File: src/rtl/wave_seq_pkg.sv
// rtl/wave_seq_pkg.sv - shared types and default sizes for the wave sequencer
package wave_seq_pkg;

   localparam int CNT_W_DEF  = 4;
   localparam int N_CH_DEF   = 4;
   localparam int LOOP_W_DEF = 4;
   // Window bounds are stored at this width so one struct serves every CNT_W.
   localparam int CNT_W_MAX  = 16;

   typedef enum logic [1:0] {
      IDLE,
      RUN,
      PAUSE,
      DONE
   } state_e;

   typedef struct packed {
      logic                 en;
      logic [CNT_W_MAX-1:0] lo;
      logic [CNT_W_MAX-1:0] hi;
   } ch_cfg_t;

endpackage

File: src/rtl/wave_sequencer_if.sv
// rtl/wave_sequencer_if.sv - config, command and status bundle of the wave sequencer
interface wave_sequencer_if
   import wave_seq_pkg::*;
#(
   parameter int CNT_W  = CNT_W_DEF,
   parameter int N_CH   = N_CH_DEF,
   parameter int LOOP_W = LOOP_W_DEF
);
   localparam int CH_W = (N_CH > 1) ? $clog2(N_CH) : 1;

   logic              cfg_we;
   logic [CH_W-1:0]   cfg_ch;
   logic              cfg_en;
   logic [CNT_W-1:0]  cfg_lo;
   logic [CNT_W-1:0]  cfg_hi;
   logic [CNT_W-1:0]  period;
   logic [LOOP_W-1:0] loops;
   logic              cmd_start;
   logic              cmd_pause;
   logic              cmd_stop;
   logic [CNT_W-1:0]  count;
   logic [N_CH-1:0]   ch_out;
   logic              busy;
   logic              wrap;
   logic              done;
   logic              cfg_err;

   modport master (
      output cfg_we, cfg_ch, cfg_en, cfg_lo, cfg_hi, period, loops,
             cmd_start, cmd_pause, cmd_stop,
      input  count, ch_out, busy, wrap, done, cfg_err
   );

   modport slave (
      input  cfg_we, cfg_ch, cfg_en, cfg_lo, cfg_hi, period, loops,
             cmd_start, cmd_pause, cmd_stop,
      output count, ch_out, busy, wrap, done, cfg_err
   );

endinterface

File: src/rtl/wave_sequencer_window.sv
// rtl/wave_sequencer_window.sv - one channel: config register plus inclusive range decode
module wave_window
   import wave_seq_pkg::*;
#(
   parameter int CNT_W = CNT_W_DEF
) (
   input  logic             clk,
   input  logic             rst,
   input  logic             we_i,
   input  logic             en_i,
   input  logic [CNT_W-1:0] lo_i,
   input  logic [CNT_W-1:0] hi_i,
   input  logic [CNT_W-1:0] count_i,
   input  logic             busy_i,
   output logic             hit_o
);
   ch_cfg_t              cfg_q;
   ch_cfg_t              cfg_d;
   logic [CNT_W_MAX-1:0] count_x;

   always_comb begin
      cfg_d = cfg_q;
      if (we_i) begin
         cfg_d.en = en_i;
         cfg_d.lo = CNT_W_MAX'(lo_i);
         cfg_d.hi = CNT_W_MAX'(hi_i);
      end
   end

   always_ff @(posedge clk or posedge rst) begin
      if (rst) begin
         cfg_q <= '0;
      end else begin
         cfg_q <= cfg_d;
      end
   end

   assign count_x = CNT_W_MAX'(count_i);
   assign hit_o   = busy_i & cfg_q.en & (cfg_q.lo <= count_x) & (count_x <= cfg_q.hi);

endmodule

File: src/rtl/wave_sequencer.sv
// rtl/wave_sequencer.sv - gated phase counter with loop control and N_CH compare windows
module wave_sequencer
   import wave_seq_pkg::*;
#(
   parameter int CNT_W  = CNT_W_DEF,
   parameter int N_CH   = N_CH_DEF,
   parameter int LOOP_W = LOOP_W_DEF
) (
   input logic              clk,
   input logic              rst,
   wave_sequencer_if.slave  bus
);
   state_e            state_q, state_d;
   logic [CNT_W-1:0]  count_q, count_d;
   logic [CNT_W-1:0]  period_q, period_d;
   logic [LOOP_W-1:0] loops_q, loops_d;
   logic [LOOP_W-1:0] loop_cnt_q, loop_cnt_d;
   logic              done_q, done_d;
   logic              cfg_err_q, cfg_err_d;
   logic              busy;
   logic              at_term;
   logic              last_loop;
   logic              wrap;
   logic              cfg_ok;
   logic [N_CH-1:0]   ch_we;
   logic [N_CH-1:0]   ch_hit;

   assign busy      = (state_q == RUN) || (state_q == PAUSE);
   assign at_term   = (count_q == period_q);
   assign last_loop = (loops_q != '0) && ((loop_cnt_q + LOOP_W'(1)) == loops_q);
   assign cfg_ok    = !busy && (bus.cfg_lo <= bus.cfg_hi) && (int'(bus.cfg_ch) < N_CH);

   // Stop outranks everything; pause only matters in RUN, start only outside RUN.
   always_comb begin
      state_d    = state_q;
      count_d    = count_q;
      period_d   = period_q;
      loops_d    = loops_q;
      loop_cnt_d = loop_cnt_q;
      done_d     = 1'b0;
      wrap       = 1'b0;
      cfg_err_d  = bus.cfg_we & ~cfg_ok;
      if (bus.cmd_stop) begin
         state_d    = IDLE;
         count_d    = '0;
         loop_cnt_d = '0;
      end else begin
         case (state_q)
            IDLE, DONE: begin
               if (bus.cmd_start) begin
                  state_d    = RUN;
                  period_d   = bus.period;
                  loops_d    = bus.loops;
                  loop_cnt_d = '0;
                  count_d    = '0;
               end
            end
            RUN: begin
               if (bus.cmd_pause) begin
                  state_d = PAUSE;
               end else if (at_term) begin
                  wrap       = 1'b1;
                  count_d    = '0;
                  loop_cnt_d = loop_cnt_q + LOOP_W'(1);
                  if (last_loop) begin
                     state_d = DONE;
                     done_d  = 1'b1;
                  end
               end else begin
                  count_d = count_q + CNT_W'(1);
               end
            end
            PAUSE: begin
               if (bus.cmd_start) begin
                  state_d = RUN;
               end
            end
            default: state_d = IDLE;
         endcase
      end
   end

   always_ff @(posedge clk or posedge rst) begin
      if (rst) begin
         state_q    <= IDLE;
         count_q    <= '0;
         period_q   <= '0;
         loops_q    <= '0;
         loop_cnt_q <= '0;
         done_q     <= 1'b0;
         cfg_err_q  <= 1'b0;
      end else begin
         state_q    <= state_d;
         count_q    <= count_d;
         period_q   <= period_d;
         loops_q    <= loops_d;
         loop_cnt_q <= loop_cnt_d;
         done_q     <= done_d;
         cfg_err_q  <= cfg_err_d;
      end
   end

   for (genvar i = 0; i < N_CH; i++) begin : g_win
      assign ch_we[i] = bus.cfg_we & cfg_ok & (int'(bus.cfg_ch) == i);

      wave_window #(.CNT_W(CNT_W)) u_win (
         .clk     (clk),
         .rst     (rst),
         .we_i    (ch_we[i]),
         .en_i    (bus.cfg_en),
         .lo_i    (bus.cfg_lo),
         .hi_i    (bus.cfg_hi),
         .count_i (count_q),
         .busy_i  (busy),
         .hit_o   (ch_hit[i])
      );
   end

   assign bus.count   = count_q;
   assign bus.ch_out  = ch_hit;
   assign bus.busy    = busy;
   assign bus.wrap    = wrap;
   assign bus.done    = done_q;
   assign bus.cfg_err = cfg_err_q;

endmodule
File: src/flat_wrapper.sv
// flat-port wrapper written by rule: the top's interface ports become plain ports
module wave_sequencer_flat import wave_seq_pkg::*;
#(
   parameter int CNT_W  = CNT_W_DEF,
   parameter int N_CH   = N_CH_DEF,
   parameter int LOOP_W = LOOP_W_DEF
)
  (clk, rst, bus_cfg_we, bus_cfg_ch, bus_cfg_en, bus_cfg_lo, bus_cfg_hi, bus_period, bus_loops, bus_cmd_start, bus_cmd_pause, bus_cmd_stop, bus_count, bus_ch_out, bus_busy, bus_wrap, bus_done, bus_cfg_err);
  wave_sequencer_if #(.CNT_W(CNT_W), .N_CH(N_CH), .LOOP_W(LOOP_W)) bus_i ();
  input logic clk;
  input logic rst;
  input wire logic [$bits(bus_i.cfg_we)-1:0] bus_cfg_we;
  input wire logic [$bits(bus_i.cfg_ch)-1:0] bus_cfg_ch;
  input wire logic [$bits(bus_i.cfg_en)-1:0] bus_cfg_en;
  input wire logic [$bits(bus_i.cfg_lo)-1:0] bus_cfg_lo;
  input wire logic [$bits(bus_i.cfg_hi)-1:0] bus_cfg_hi;
  input wire logic [$bits(bus_i.period)-1:0] bus_period;
  input wire logic [$bits(bus_i.loops)-1:0] bus_loops;
  input wire logic [$bits(bus_i.cmd_start)-1:0] bus_cmd_start;
  input wire logic [$bits(bus_i.cmd_pause)-1:0] bus_cmd_pause;
  input wire logic [$bits(bus_i.cmd_stop)-1:0] bus_cmd_stop;
  output wire logic [$bits(bus_i.count)-1:0] bus_count;
  output wire logic [$bits(bus_i.ch_out)-1:0] bus_ch_out;
  output wire logic [$bits(bus_i.busy)-1:0] bus_busy;
  output wire logic [$bits(bus_i.wrap)-1:0] bus_wrap;
  output wire logic [$bits(bus_i.done)-1:0] bus_done;
  output wire logic [$bits(bus_i.cfg_err)-1:0] bus_cfg_err;
  assign bus_i.cfg_we = bus_cfg_we;
  assign bus_i.cfg_ch = bus_cfg_ch;
  assign bus_i.cfg_en = bus_cfg_en;
  assign bus_i.cfg_lo = bus_cfg_lo;
  assign bus_i.cfg_hi = bus_cfg_hi;
  assign bus_i.period = bus_period;
  assign bus_i.loops = bus_loops;
  assign bus_i.cmd_start = bus_cmd_start;
  assign bus_i.cmd_pause = bus_cmd_pause;
  assign bus_i.cmd_stop = bus_cmd_stop;
  assign bus_count = bus_i.count;
  assign bus_ch_out = bus_i.ch_out;
  assign bus_busy = bus_i.busy;
  assign bus_wrap = bus_i.wrap;
  assign bus_done = bus_i.done;
  assign bus_cfg_err = bus_i.cfg_err;
  wave_sequencer #(.CNT_W(CNT_W), .N_CH(N_CH), .LOOP_W(LOOP_W)) u_core (.clk(clk), .rst(rst), .bus(bus_i));
endmodule
File: config.mk
export PLATFORM = sky130hd
export DESIGN_NAME = wave_sequencer_flat
export DESIGN_NICKNAME = d
export VERILOG_FILES = /design/src/rtl/wave_seq_pkg.sv /design/src/rtl/wave_sequencer_if.sv /design/src/rtl/wave_sequencer_window.sv /design/src/rtl/wave_sequencer.sv /design/src/flat_wrapper.sv
export SDC_FILE = /design/constraint.sdc
export NUM_CORES = 1
export LEC_CHECK = 0
export CAP_MARGIN = 5
export CELL_PAD_IN_SITES_DETAIL_PLACEMENT = 2
export CELL_PAD_IN_SITES_GLOBAL_PLACEMENT = 2
export CORE_MARGIN = 2
export CORE_UTILIZATION = 25
export CTS_CLUSTER_DIAMETER = 40
export DETAILED_ROUTE_END_ITERATION = 8
export PLACE_DENSITY = 0.58
export RECOVER_POWER = 100
export SLEW_MARGIN = 5
export SYNTH_ARGS = -nofsm -noshare
export SYNTH_HDL_FRONTEND = slang
export SYNTH_SLANG_ARGS = --single-unit
File: constraint.sdc
create_clock -name clk -period 3.63 [get_ports clk]
set_input_delay 0.5445 -clock clk [delete_from_list [all_inputs] [get_ports clk]]
set_output_delay 0.5445 -clock clk [all_outputs]
set_load 0.05 [all_outputs]
Word-level counts from Yosys, hierarchy flattened
Cells that the tools add are included.

storage, ports and cells
  flip-flop bits (word level) = 56
  logic and storage cells = 102
  output and inout port bits = 12
  input bits = 25

cells by class
  $add $sub $neg = 2
  order comparisons = 9
  eq/ne operators = 14
  reductions and logical operators = 14
  mux-type cells = 24
  bitwise operators = 20

operators with widths
  cell                   count
  $le A4 B4 Y1           9
  $mux W4                7
  $and A1 B1 Y1          18
  $pmux W4 S2            2
  $mux W2                5
  $mux W1                9
  $reduce_and A3 Y1      3
  $add A4 B1 Y4 const B  2
  $eq A2 B2 Y1 const B   4
  $eq A4 B4 Y1           2
  $ne A4 B3 Y1 const B   2
  $ne A3 B3 Y1 const B   2
  $eq A2 B1 Y1 const B   2
  $logic_not A2 Y1       2
  $pmux W2 S2            1
  $reduce_and A4 Y1      1
  $reduce_bool A4 Y1     1
  $ne A3 B1 Y1 const B   1
  $ne A3 B2 Y1 const B   1
  $reduce_bool A3 Y1     1
  $reduce_or A3 Y1       1
  $logic_and A1 B1 Y1    2
  $not A1 Y1             2
  $reduce_or A2 Y1       1
  2 further kinds        2

Depth between registers and ports, before layout
Gate-level depths: netlist (run 1).

  word-level depth = 8
  gate-level depth with buffers = 8
  gate-level depth less buffers = 7

By module
From an unflattened synthesis (run 1), not the netlist that was laid out.

unflattened totals
  cells, all modules = 330
  area total of the unflattened synthesis = 3,423.3 sq um

by module, submodules not included
  module          sequential area each (sq um)  times used  cells an instance  area each (sq um)
  wave_window     225.2                         4           53                 559.3
  wave_sequencer  500.5                         1           118                1,186.1

Worst setup path before layout (run 1)
Ideal clock, no wire load.

  path kind = register -> output
  start = register u_core.count_q[1] (netlist: u_core.bus.count[1])
  end = output port bus_ch_out[2]
  cell stages (with the launch flop) = 9
  buffers on the path = 1
  setup slack = 0.800 ns
  arrival time = 2.285 ns
  data required time = 3.086 ns
  path through = dfrtp_1 > inv_1 > ha_1 > nor2b_1 > o21a_1 > o21a_1 > o21ai_0 > and4_1 > buf_4

between the ends
  cells in the longest elaborated chain, start to end = 3
  elaborated cells between the ends (all ways) = 4
  classes of those cells = order compare: 2; bitwise: 2

ends and longest elaborated chain
  element                 RTL line                     text
  from (decl)             wave_sequencer.sv:14         logic [CNT_W-1:0] count_q, count_d;
  from (signal assigned)  wave_sequencer.sv:94         count_q <= count_d;
  $le A4 B4 Y1            wave_sequencer_window.sv:39  assign hit_o = busy_i & cfg_q.en & (cfg_q.lo <= count_x) & (count_x <= cfg_q.hi);
  $and A1 B1 Y1           wave_sequencer_window.sv:39
  $and A1 B1 Y1 *         wave_sequencer_window.sv:39
  to (decl)               flat_wrapper.sv:23           output wire logic [$bits(bus_i.ch_out)-1:0] bus_ch_out;

Every way passes the cells marked *; elsewhere a longest branch is shown, timed or not.

Worst setup path in the final report (run 1)
  start = register u_core.count_q[2] (netlist: u_core.bus.count[2])
  end = output port bus_wrap

between the ends
  cells in the longest elaborated chain, start to end = 5

ends and longest elaborated chain
  element       RTL line              text
  $eq A4 B4 Y1  wave_sequencer.sv:29  assign at_term = (count_q == period_q);
  $mux W1       wave_sequencer.sv:61  end else if (at_term) begin
  $mux W1       wave_sequencer.sv:59  if (bus.cmd_pause) begin
  $mux W1       wave_sequencer.sv:48  case (state_q)
  $mux W1       wave_sequencer.sv:43  if (bus.cmd_stop) begin
  to (decl)     flat_wrapper.sv:25    output wire logic [$bits(bus_i.wrap)-1:0] bus_wrap;

No other way between the ends.

==> results of run 1 <==
==> cells by family after synthesis <==
kind of cell / after synthesis / share of synthesized area (%)
AO/OA/AOI/OAI: 45 / 10.07
adder cells (fa/ha/maj): 39 / 14.54
AND/OR/NAND/NOR: 58 / 11.07
multiplexers: 46 / 14.84
XOR/XNOR: 10 / 3.169
flip-flops: 56 / 41.76
buffers and inverters: 36 / 4.549
==> power by group <==
part	internal, W	total (W)	switching (W)
registers	0.000855	0.000990	0.000134
logic	0.000434	0.000963	0.000528
clock network	0.000252	0.000472	0.000220
total	0.00154	0.00242	0.000883
==> layer usage <==
| layer | vias up | share of wire, % | wire length (um) |
|---|---|---|---|
| met3 | 6 | 2.0 | 177 |
| met4 | 0 | 1.2 | 108 |
| met5 | - | 0 | 0 |
| li1 | 1116 | - | - |
| met2 | 22 | 49 | 4334 |
| met1 | 1176 | 48 | 4225 |
==> cells in the mapped netlist, types with 2 or more instances <==
| library cell | instances | area share [%] |
|---|---|---|
| a21oi_1 | 3 | 0.45 |
| and2_1 | 2 | 0.37 |
| and4_1 | 4 | 1.0 |
| buf_2 | 2 | 0.30 |
| buf_4 | 4 | 0.89 |
| dfrtp_1 | 56 | 42 |
| ha_1 | 39 | 15 |
| inv_1 | 29 | 3.2 |
| mux2_1 | 12 | 4.0 |
| mux2_2 | 18 | 6.0 |
| mux2i_1 | 16 | 4.8 |
| nand2_1 | 8 | 0.89 |
| nand2b_1 | 2 | 0.37 |
| nand3_1 | 3 | 0.45 |
| nand4_1 | 10 | 1.9 |
| nand4b_1 | 2 | 0.52 |
| nor2_1 | 7 | 0.78 |
| nor2b_1 | 9 | 1.7 |
| nor3_1 | 3 | 0.45 |
| o21a_1 | 16 | 3.6 |
| o21ai_0 | 8 | 1.2 |
| o21ai_1 | 6 | 0.89 |
| o22ai_1 | 2 | 0.37 |
| xnor2_1 | 4 | 1.0 |
| xor2_1 | 5 | 1.3 |
==> sequential cells by signal, summed over array words and instances, names as in the netlist <==
register,cells
u_core.loop_cnt_q,4
u_core.bus.count,4
u_core.state_q,2
u_core.bus.done,1
u_core.g_win.u_win.cfg_q,36
u_core.bus.cfg_err,1
u_core.loops_q,4
u_core.period_q,4
==> layout make-up <==
| type | instances | area (um2) |
|---|---|---|
| clock buffers | 6 | 128.9 |
| clock inverters | 1 | 5.005 |
| fillers | 1418 | 9220 |
| inverters | 29 | 108.9 |
| multi-input cells | 198 | 1744 |
| flip-flops and latches | 56 | 1401 |
| well taps | 176 | 220.2 |
| repair buffers | 41 | 361.6 |
==> through the flow <==
step	utilization, %	worst slack (ps)
floorplan	-	800.1
global placement	29.72	691.1
detailed placement	29.72	617.0
CTS	30.73	367.2
global route	30.10	195.9
finish	30.10	363.1
==> worst min-delay path by stage <==
stage                                     from                               to  cells after the start
2_1_floorplan  u_core.g_win[1].u_win.cfg_q[32]  u_core.g_win[1].u_win.cfg_q[32]                      1
3_3_place_gp   u_core.g_win[1].u_win.cfg_q[32]  u_core.g_win[1].u_win.cfg_q[32]                      1
3_5_place_dp                 u_core.state_q[0]                u_core.state_q[0]                      1
4_1_cts                      u_core.state_q[0]                u_core.state_q[0]                      1
5_1_grt        u_core.g_win[3].u_win.cfg_q[32]  u_core.g_win[3].u_win.cfg_q[32]                      1
6_report                     u_core.state_q[0]                u_core.state_q[0]                      1
==> results.toml, run 1 <==
[run_status]
status = "complete, no violations"

[yosys]
synth_edf_count = 0
synthFlopType = "dfrtp_1"
synth_warnings = 0
synth-seq-area-share_pct = 41.76
syn_nets = 354
ys_ff_latch = 56
synth_area_per_cell_um2 = 11.57
syn_area_um2 = 3356
synthCells = 290
async_flop_share_pct = 100.0
yosysUniqueCellTypes = 45

[worst_setup_path]
worst-path-buf-inv = 1
startpoint_type = "register"
r2r_slack_ps = 1110
cp-endpoint = "bus_wrap"
cp.arrival_ps = 2720
r2r-end = "u_core.g_win[3].u_win.cfg_q[0]"
reg2reg_from = "u_core.state_q[1]"
crit_type = "reg -> out"
crit_family = "buffers and inverters"
slowest_delay_ps = 870
crit_cells = 4
rr_worst_depth = 6
timing.critical_path.from = "u_core.bus.count[2]"
crit_required_ps = 3090
critPathMaxFanout = 8
cpMaxStageDelayCell = "dlygate4sd3_1"
critPathCaptureType = "primary output"
crit_path_cell_trace = "xor2_1 -> nor4_1 -> and2_1 -> dlygate4sd3_1"

[routing]
postRouteAntennaNets = 0
drtPass1Iterations = 3
drt_iter0_markers = 43
viasPerCell = 4.576
drt_wl_total_mm = 8.846
wl_per_cell_um = 17.45
via_count = 2320
drc = 0

[sta]
min_period_over_period_pct = 90.00
drv_slew = 0
hold_slack_ps = 498.0
setup_viol = 0
max_freq_mhz = 306.1
rsz0062_at_grt = "false"
worstMarginPinSlew_ps = 1400
max_slew_margin_pct = 6.590
finalSetupTns_ps = 0
fin_crit_ps = 3267
skew_ps = 3.659
hold_viol = 0

[cts]
cts_hold_buf = 0
post_cts_resized = 0
clock_sinks = 56
clock_path_buffers = 2
numCtsBuffers = 5
cts_tree = "built"
htreeDepth = 2
postCtsSetupBuffers = 0
clock_latency_ps = 300
path_clk_slew_ps = 70
cts-root-buf = "clkbuf_16"

[cells_and_area]
layout_commonest_cell = "dfrtp_1"
areaGrowthSynthToFinish_pct = 18.31
final_area_um2 = 3970
fin_nets = 395
antenna_cells = 0
final_cell_mix = "dfrtp_1 (56), ha_1 (39), inv_1 (29), clkdlybuf4s50_1 (22), mux2_2 (18)"
final-instance-count-excl-fill = 507
drive_above_1_share_pct = 9.970

[grt]
grt-busiest-layer = "met2"
grt_max_degree = 33
grt_pass1_wl_mm = 14.39
groute.layer.met3.usage_pct = 2.139
grt_pass1_vias = 2636
grt_use_total_pct = 13.25
use_met1_pct = 17.10
antenna_found_initial = 0
grt-ovfl-total = 0
globalRouteMet2Util_pct = 22.89

[die]
start_util_pct = 25.44
rows = 42
pin_count = 37
core_um2 = 13190
dieWidth_um = 119.9
dieArea_um2 = 14370
die_y_um = 119.9

[power]
leakage_nw = 1.901
pwr_density_cell_nw_per_um2 = 610.6
vdd_ir_drop_max_v = 0.0002615
total_power_w = 0.002424

[min_path]
hp-class = "reg -> reg"

[placed_design]
dp_cells = 500
routabilityCongestion = 0.7212
placed_area_um2 = 3920
numPortBuffers = 36
dpl.hpwl_mm = 6.977

[job]
maxCapViolations = 0
Power figures use the tool's default switching activity.
==> run 2: changes to the inputs <==
Settings changed: REMOVE_ABC_BUFFERS from default to 1.
==> run 2 against run 1 <==
The flow now finishes with violations (capacitance limit, slew limit). Flip-flop and latch count did not move. Die area did not move. First-iteration DRC count rose by 67%. Critical endpoint unchanged. Non-clock buffer count rose by 1. Sequential share of layout area fell by 0.33 points.
==> results.toml, run 2 (synthesis results as in run 1) <==
[power]
p_comb_share_pct = 39.0
leakage_nw = 1.911
p_int_w = 0.001570
clockPowerShare_pct = 21.1
vdd_ir_drop_max_v = 0.0002851
power_switching_share_pct = 36.49
pwr_density_cell_nw_per_um2 = 617.0
p_seq_share_pct = 39.9
p_sw_w = 0.0009023

[cts]
numCtsBuffers = 5
cts_hold_buf = 0
htreeDepth = 2
post_cts_resized = 0
cts-root-buf = "clkbuf_16"
clock_sinks = 56
clock_latency_ps = 300
path_clk_slew_ps = 70
cts_tree = "built"
clock_path_buffers = 2
postCtsSetupBuffers = 0

[placed_design]
routabilityCongestion = 0.7054
placed_area_um2 = 3940
place_ws_ps = 634.7
numPortBuffers = 36
dpl.hpwl_mm = 6.936

[cells_and_area]
final_cell_mix = "dfrtp_1 (56), ha_1 (39), inv_1 (28), clkdlybuf4s50_1 (22), mux2_2 (18)"
areaGrowthSynthToFinish_pct = 19.43
layout_commonest_cell = "dfrtp_1"
antenna_cells = 0
drive_above_1_share_pct = 11.11
final_area_um2 = 4008
top_register = "u_core.g_win.u_win.cfg_q"
fin_nets = 396
largest_register_ffs = 36

[routing]
via_count = 2346
drt_wl_total_mm = 8.980
viasPerCell = 4.609
drt_iter0_markers = 72
wl_per_cell_um = 17.64
drc = 0
drtPass1Iterations = 4
postRouteAntennaNets = 0

[die]
core_um2 = 13190
pin_count = 37
die_y_um = 119.9
dieWidth_um = 119.9
rows = 42
start_util_pct = 25.44
dieArea_um2 = 14370

[sta]
fin_crit_ps = 3235
skew_ps = 4.267
worstMarginPinSlew_ps = 1506
postLayoutSetupSlackWorst_ps = 395.0
max_slew_margin_pct = -0.4282
max_freq_mhz = 309.1
hold_viol = 0
rsz0062_at_grt = "false"
drv_slew = 56
setup_viol = 0
min_period_over_period_pct = 89.12
finalSetupTns_ps = 0

[min_path]
holdPathStages = 1
hp-class = "reg -> reg"
hp-start = "u_core.g_win[2].u_win.cfg_q[32]"
holdPathEnd = "u_core.g_win[2].u_win.cfg_q[32]"

[worst_setup_path]
cp.arrival_ps = 2690
rr_worst_depth = 6
critPathCaptureType = "primary output"
critPathMaxFanout = 9
startpoint_type = "register"
r2r_slack_ps = 1070
crit_type = "reg -> out"
crit_required_ps = 3090
r2r-end = "u_core.g_win[3].u_win.cfg_q[19]"
timing.critical_path.from = "u_core.bus.count[0]"
reg2reg_from = "u_core.state_q[1]"

[grt]
grt_use_total_pct = 13.52
grt_pass1_vias = 2702
antenna_found_initial = 0
grt_pass1_wl_mm = 14.69
grt-ovfl-total = 0
grt_max_degree = 57

[job]
maxCapViolations = 1

[run_status]
status = "complete, but fails checks"
violations = "capacitance limit, slew limit"
[run 2: area by class of cell]
class	instances	area, um2
fill	1431	9183
multi-input combinational	198	1745
sequential	56	1401
timing repair buffer	42	377.9
tap	176	220.2
clock buffer	6	138.9
inverter	29	108.9
clock inverter	2	15.01
[run 2: per-stage QoR]
| stage | utilization (%) | total power [W] | cells | hold slack [ps] |
|---|---|---|---|---|
| final | 30.38 | 0.002473 | 509 | 494.1 |
| after global routing | 30.38 | 0.002679 | 509 | 519.3 |
| after CTS | 31.04 | 0.002566 | 509 | 499.8 |
| after detailed placement | 29.87 | 0.002031 | 501 | 483.0 |
| after global placement | 29.87 | 0.001961 | 501 | 467.9 |
| after floorplan | - | 0.001688 | 283 | 456.3 |
[run 2: worst max path at each step]
stage / endpoint / slack [ps] / cells past startpoint
finish: bus_wrap / 390 / 4
global route: bus_ch_out[1] / 270 / 8
CTS: bus_wrap / 550 / 4
detailed placement: bus_wrap / 630 / 5
global placement: bus_wrap / 680 / 5
floorplan: bus_ch_out[2] / 670 / 7
[run 2: critical path, stage by stage, from the launching register on]
cell and delay, ps:
dfrtp_1 640, xor2_1 220, nor4_1 450, and2_1 200, dlygate4sd3_1 870
[run 2: power groups by stage]
stage	Sequential (W)	Combinational, W	Clock, W
2_1_floorplan	0.000971	0.000718	0
3_3_place_gp	0.000993	0.000968	0
3_5_place_dp	0.00100	0.00103	0
4_1_cts	0.000991	0.00103	0.000546
5_1_grt	0.00101	0.00110	0.000567
6_report	0.000986	0.000965	0.000521
[run 2: metal layers]
layer | track usage [%] | part of all wire (%) | up-vias
met2 | 23.57 | 50 | 17
met1 | 17.06 | 46 | 1208
met4 | 3.309 | 1.1 | 0
met5 | 0 | 0 | -
li1 | - | - | 1114
met3 | 2.852 | 2.3 | 7
==> run 3: changes to the inputs <==
Settings changed: TNS_END_PERCENT from default to 20.
==> results of run 3 <==
The final DEF is identical to that of run 2; final timing and power are the same.
